==> src/rtl/keypad_scan_scheduler.sv <==
// 4x4 keypad scanner: row sequencing, per-key debounce, press/release event FIFO
// and two-player paddle command decode.
module keypad_scan_scheduler #(
    parameter int unsigned SETTLE_CYC = 1,
    parameter int unsigned DEBOUNCE   = 2,
    parameter int unsigned FIFO_DEPTH = 4
) (
    input  logic        clk,
    input  logic        rst,
    input  logic        scan_en,
    input  logic [3:0]  kp_col,
    output logic [3:0]  kp_row,
    output logic [15:0] key_state,
    output logic        ev_valid,
    output logic [4:0]  ev_data,
    input  logic        ev_ready,
    output logic        ev_overflow,
    output logic        up1,
    output logic        down1,
    output logic        up2,
    output logic        down2
);

    localparam int unsigned CntW = $clog2(DEBOUNCE + 1);
    localparam int unsigned SetW = (SETTLE_CYC > 1) ? $clog2(SETTLE_CYC) : 1;
    localparam int unsigned PtrW = $clog2(FIFO_DEPTH);
    localparam int unsigned OccW = $clog2(FIFO_DEPTH + 1);

    localparam logic [CntW-1:0] DebLast = CntW'(DEBOUNCE - 1);
    localparam logic [SetW-1:0] SetLast = SetW'(SETTLE_CYC - 1);
    localparam logic [OccW-1:0] OccFull = OccW'(FIFO_DEPTH);

    localparam logic [1:0] StIdle   = 2'd0;
    localparam logic [1:0] StSettle = 2'd1;
    localparam logic [1:0] StSample = 2'd2;
    localparam logic [1:0] StProc   = 2'd3;

    logic [1:0]      state_q, state_d;
    logic [1:0]      row_q, row_d;
    logic [1:0]      col_q, col_d;
    logic [SetW-1:0] set_q, set_d;
    logic [3:0]      samp_q, samp_d;
    logic [15:0]     ks_q, ks_d;
    logic [CntW-1:0] cnt_q [16];
    logic [CntW-1:0] cnt_d [16];

    logic [4:0]      fifo_q [FIFO_DEPTH];
    logic [PtrW-1:0] wr_q, wr_d;
    logic [PtrW-1:0] rd_q, rd_d;
    logic [OccW-1:0] occ_q, occ_d;
    logic            ovf_q, ovf_d;
    logic [3:0]      pad_q, pad_d;

    logic       push;
    logic [4:0] push_data;
    logic [3:0] key_idx;
    logic       pop;
    logic       full;
    logic       accept;

    assign key_idx = {row_q, col_q};

    // Scan sequencer and debounce of the key addressed by {row, col} during PROC.
    always_comb begin
        state_d   = state_q;
        row_d     = row_q;
        col_d     = col_q;
        set_d     = set_q;
        samp_d    = samp_q;
        ks_d      = ks_q;
        cnt_d     = cnt_q;
        push      = 1'b0;
        push_data = 5'd0;
        case (state_q)
            StIdle: begin
                if (scan_en) begin
                    state_d = StSettle;
                    row_d   = 2'd0;
                    set_d   = '0;
                end
            end
            StSettle: begin
                if (set_q == SetLast) begin
                    state_d = StSample;
                end else begin
                    set_d = set_q + SetW'(1);
                end
            end
            StSample: begin
                samp_d  = ~kp_col;
                col_d   = 2'd0;
                state_d = StProc;
            end
            StProc: begin
                if (samp_q[col_q] == ks_q[key_idx]) begin
                    cnt_d[key_idx] = '0;
                end else if (cnt_q[key_idx] == DebLast) begin
                    ks_d[key_idx]  = ~ks_q[key_idx];
                    cnt_d[key_idx] = '0;
                    push           = 1'b1;
                    push_data      = {~ks_q[key_idx], key_idx};
                end else begin
                    cnt_d[key_idx] = cnt_q[key_idx] + CntW'(1);
                end
                col_d = col_q + 2'd1;
                if (col_q == 2'd3) begin
                    row_d   = row_q + 2'd1;
                    set_d   = '0;
                    state_d = scan_en ? StSettle : StIdle;
                end
            end
            default: state_d = StIdle;
        endcase
    end

    // A full FIFO still accepts a push when the head leaves in the same cycle.
    always_comb begin
        pop    = (occ_q != '0) && ev_ready;
        full   = (occ_q == OccFull);
        accept = push && (!full || pop);
        wr_d   = accept ? wr_q + PtrW'(1) : wr_q;
        rd_d   = pop ? rd_q + PtrW'(1) : rd_q;
        occ_d  = occ_q;
        if (accept && !pop) begin
            occ_d = occ_q + OccW'(1);
        end else if (pop && !accept) begin
            occ_d = occ_q - OccW'(1);
        end
        ovf_d = ovf_q | (push & full & ~pop);
        pad_d = {ks_q[7] & ~ks_q[3], ks_q[3] & ~ks_q[7],
                 ks_q[4] & ~ks_q[0], ks_q[0] & ~ks_q[4]};
    end

    always_ff @(posedge clk) begin
        if (!rst) begin
            state_q <= StIdle;
            row_q   <= 2'd0;
            col_q   <= 2'd0;
            set_q   <= '0;
            samp_q  <= 4'd0;
            ks_q    <= 16'd0;
            cnt_q   <= '{default: '0};
            wr_q    <= '0;
            rd_q    <= '0;
            occ_q   <= '0;
            ovf_q   <= 1'b0;
            pad_q   <= 4'd0;
        end else begin
            state_q <= state_d;
            row_q   <= row_d;
            col_q   <= col_d;
            set_q   <= set_d;
            samp_q  <= samp_d;
            ks_q    <= ks_d;
            cnt_q   <= cnt_d;
            wr_q    <= wr_d;
            rd_q    <= rd_d;
            occ_q   <= occ_d;
            ovf_q   <= ovf_d;
            pad_q   <= pad_d;
        end
    end

    // Event storage needs no reset; the occupancy count guards every read.
    always_ff @(posedge clk) begin
        if (accept) begin
            fifo_q[wr_q] <= push_data;
        end
    end

    assign kp_row      = (state_q == StIdle) ? 4'b1111 : ~(4'b0001 << row_q);
    assign key_state   = ks_q;
    assign ev_valid    = (occ_q != '0);
    assign ev_data     = fifo_q[rd_q];
    assign ev_overflow = ovf_q;
    assign up1         = pad_q[3];
    assign down1       = pad_q[2];
    assign up2         = pad_q[1];
    assign down2       = pad_q[0];

endmodule
==> config.mk <==
export PLATFORM = sky130hd
export DESIGN_NAME = keypad_scan_scheduler
export DESIGN_NICKNAME = d
export VERILOG_FILES = /design/src/rtl/keypad_scan_scheduler.sv
export SDC_FILE = /design/constraint.sdc
export NUM_CORES = 1
export LEC_CHECK = 0
export BUFFER_PORTS_ARGS = -buffer_cell sky130_fd_sc_hd__buf_4
export CAP_MARGIN = 20
export CORE_MARGIN = 3
export CORE_UTILIZATION = 45
export CTS_CLUSTER_SIZE = 14
export DETAILED_ROUTE_END_ITERATION = 6
export SYNTH_ARGS = -nofsm -noshare
export SYNTH_HDL_FRONTEND = slang
export SYNTH_SLANG_ARGS = --single-unit
==> constraint.sdc <==
create_clock -name clk -period 4.74 [get_ports clk]
set_input_delay 0.711 -clock clk [delete_from_list [all_inputs] [get_ports clk]]
set_output_delay 0.711 -clock clk [all_outputs]
set_load 0.01 [all_outputs]
==> results.md <==
- Synth unique cells: 48
- Die area: approximately 11000 sq um
- Final Critical Period: between 4 and 5 ns
- # diodes: 0
- Worst hold slack: around 0.48 ns
- CP Max Fanout: 9
- Clock latency on the worst-skew pair: approximately 0.36 ns
- Total Power: 1790 uW
- Synth Net Count: around 440
- R2r setup slk: approximately 0.49 ns
- Worst-path cell chain: mux4_2 > mux4_2 > inv_1 > ha_1 > nand2_1 > nor2_1 > o2111a_1 > nor2_1 > a21boi_2 > ha_1 > inv_1 > fa_1 > xor2_1 > or3_1 > a21oi_1
- Congestion Overflow GR: 0
- FP Rows: 35
- Final GP Congestion: around 0.76
- DR iter-0 viols: between 200 and 250
- Endpoints failing setup: 0
- DR vias/cell: 5.74
- Post-Syn Area: 4470 sq um
- Max-Cap Viols: 0
- Final Hold Fails: 0
- Critical path type: register to register
- Commonest cells in the synthesized netlist: 72 x dfxtp_1, 51 x nand3_1, 26 x a21oi_1
- CTS Buffer Depth: 2
- Yosys reg bits: 92
- CTS Buf Count: 9
- Synth area leader: dfxtp_1
- Crit-path slowest cell: dfxtp_1
- CTS tree: yes
- Total GRT Usage: a little under a fifth
- TNS Setup: 0 ns
- Hold WC Path Type: register to register
- Clk_skew: ~0.013 ns
- Synth async-reset ratio: 0%
- Pins Over Slew Limit: 0
- Maximum VDD drop: around 0.00017 V
- CP max stage delay: ~0.66 ns
- Starting Density: a little under half
- Leak: roughly 0.0019 uW
- Tightest Pin Transition: between 0.8 and 0.9 ns
- H-tree depth: 3
- Worst path bufs/invs: 2
- Resize count post-CTS: 0
- Critical path startpoint: col_q[0]$_SDFFE_PN0P_
- Number of setup buffers added after CTS: 0
- Hold Buf Count CTS: 0
- Most common cell in the netlist: dfxtp_1
- DR vias: 3248
- Worst setup EP type: register
- I/O Pins: 39
- Synthesis Warnings: 0
- Worst setup SP type: register
- PortBufs: 38
- Max Clk Rate: around 240 MHz
- Die X: about 110 um
- Status: finished, final reports clean
- FF-to-FF Start: col_q[0]$_SDFFE_PN0P_
- Crit path max-delay family: multiplexers
- Clock transition at the registers of the reported paths: ~0.1 ns
- Crit path arrival time: ~4.5 ns
- Worst rel slew slack: 45.5%
- Largest net degree at the start of global routing: 57
- Net count, final: between 400 and 500
- Vias in the first global route: 3139
- Syn Inst Count: 410
- Drt drc: 0
- Post-synth EDFFs: 20
- Fin crit share: 89.8%
- Data required, critical path: roughly 5 ns
- CTS Sinks: ~90
- Min-delay src: samp_q[3]$_SDFFE_PN0P_
- Top cell type's share of synthesized area: about 32%
- Drt first pass iters: 5
- PwrDens: 358 nW/um^2
- Largest cells by area after synthesis: dfxtp_1 32%, edfxtp_1 13%, mux4_2 8.1%
- Detail Placement HPWL: ~7000 um
- RSZ-0062 raised after global routing: no
- Initial antenna violation count: 0
- Drt wl/cell: between 15 and 20 um
- Die height: ~110 um
- Mapped Avg Cell Area: roughly 11 sq um
- Post-synthesis sequential area ratio: between 40% and 50%
- CORE AREA: 9460 sq um
- Synth-to-Final Area Change: 11.6%
- Share of cells above drive strength 1: 24.9%
- Top FF cell, synth: dfxtp_1
- Post-DRT Antenna Nets: 0
- Total Wirelength: about 10000 um
- First-pass GRT wire length: 16600 um
- CTS root buffer: clkbuf_8
==> state kept, by name, summed over array words and instances (netlist names), named ones only <==
name / cells
pad_q: 4
col_q: 2
state_q: 2
rd_q: 2
key_state: 16
occ_q: 3
wr_q: 2
ev_overflow: 1
samp_q: 4
row_q: 2
cnt_q: 32
fifo_q: 20
==> routing by layer <==
metal / track usage, % / wire length, um
met4: 6.85 / 194
met2: 28.3 / 4450
met5: 0 / 0
met3: 3.31 / 538
met1: 26.5 / 4860
==> worst paths after layout <==
check / end / cells after the start
hold reg to reg: samp_q[3]$_SDFFE_PN0P_ / 2
setup / recovery: occ_q[2]$_SDFFE_PN0P_ / 15
hold / removal: samp_q[3]$_SDFFE_PN0P_ / 2
setup reg to reg: occ_q[2]$_SDFFE_PN0P_ / 15
==> worst min-delay path, stage by stage (launching register included) <==
cell and delay [ns]:
dfxtp_1 0.32, nor2_1 0.08, a211oi_1 0.04
==> final cells by class <==
class	count	area [sq um]
fill	867	4470
multi-input combinational	265	2170
sequential	92	2040
timing repair buffer	46	345
tap	129	161
clock buffer	9	124
clock inverter	7	82.6
inverter	18	67.6
==> placed cells by master (no fill, tap or decap), drive strengths merged, types with 5 or more instances in the layout <==
cell type / synthesis / routed
clkbuf: 21 / 9
nand2: 21 / 21
mux2i: 10 / 10
a31oi: 9 / 9
nor2: 18 / 18
ha: 17 / 17
and2: 5 / 5
o211a: 8 / 8
o21ai: 7 / 7
dfxtp: 72 / 72
a21oi: 26 / 26
mux4: 16 / 16
buf: 14 / 46
inv: 18 / 22
nand3: 51 / 51
o31ai: 32 / 32
edfxtp: 20 / 20
==> metrics by stage <==
stage,setup slack (ns),instance area (sq um),std cells,util [%]
CTS,0.458,4990,566,52.7
global route,0.156,4990,566,52.7
finish,0.485,4990,566,52.7
global placement,0.633,4780,550,50.6
detailed placement,0.492,4780,550,50.6
floorplan,0.881,4470,410,-
==> cells by family (layout without fill, tap and decap cells) <==
kind of cell               count (synthesis)  count (layout)  synth area share [%]
buffers and inverters                     53              80                  5.90
DFF                                       92              92                  45.7
and+or+nand+nor                          108             108                  11.6
AOI/OAI and AO/OA                        107             107                  20.0
xor gates and xnor gates                   4               4                 0.783
muxes                                     28              28                  10.8
adders and majority gates                 18              18                  5.20
==> report_power, final <==
part           internal [uW]  switching (uW)
combinational            152             207
clock                    254             293
sequential               836            43.9
total                   1240             544
Note: power is estimated with default switching activity, not from simulation.
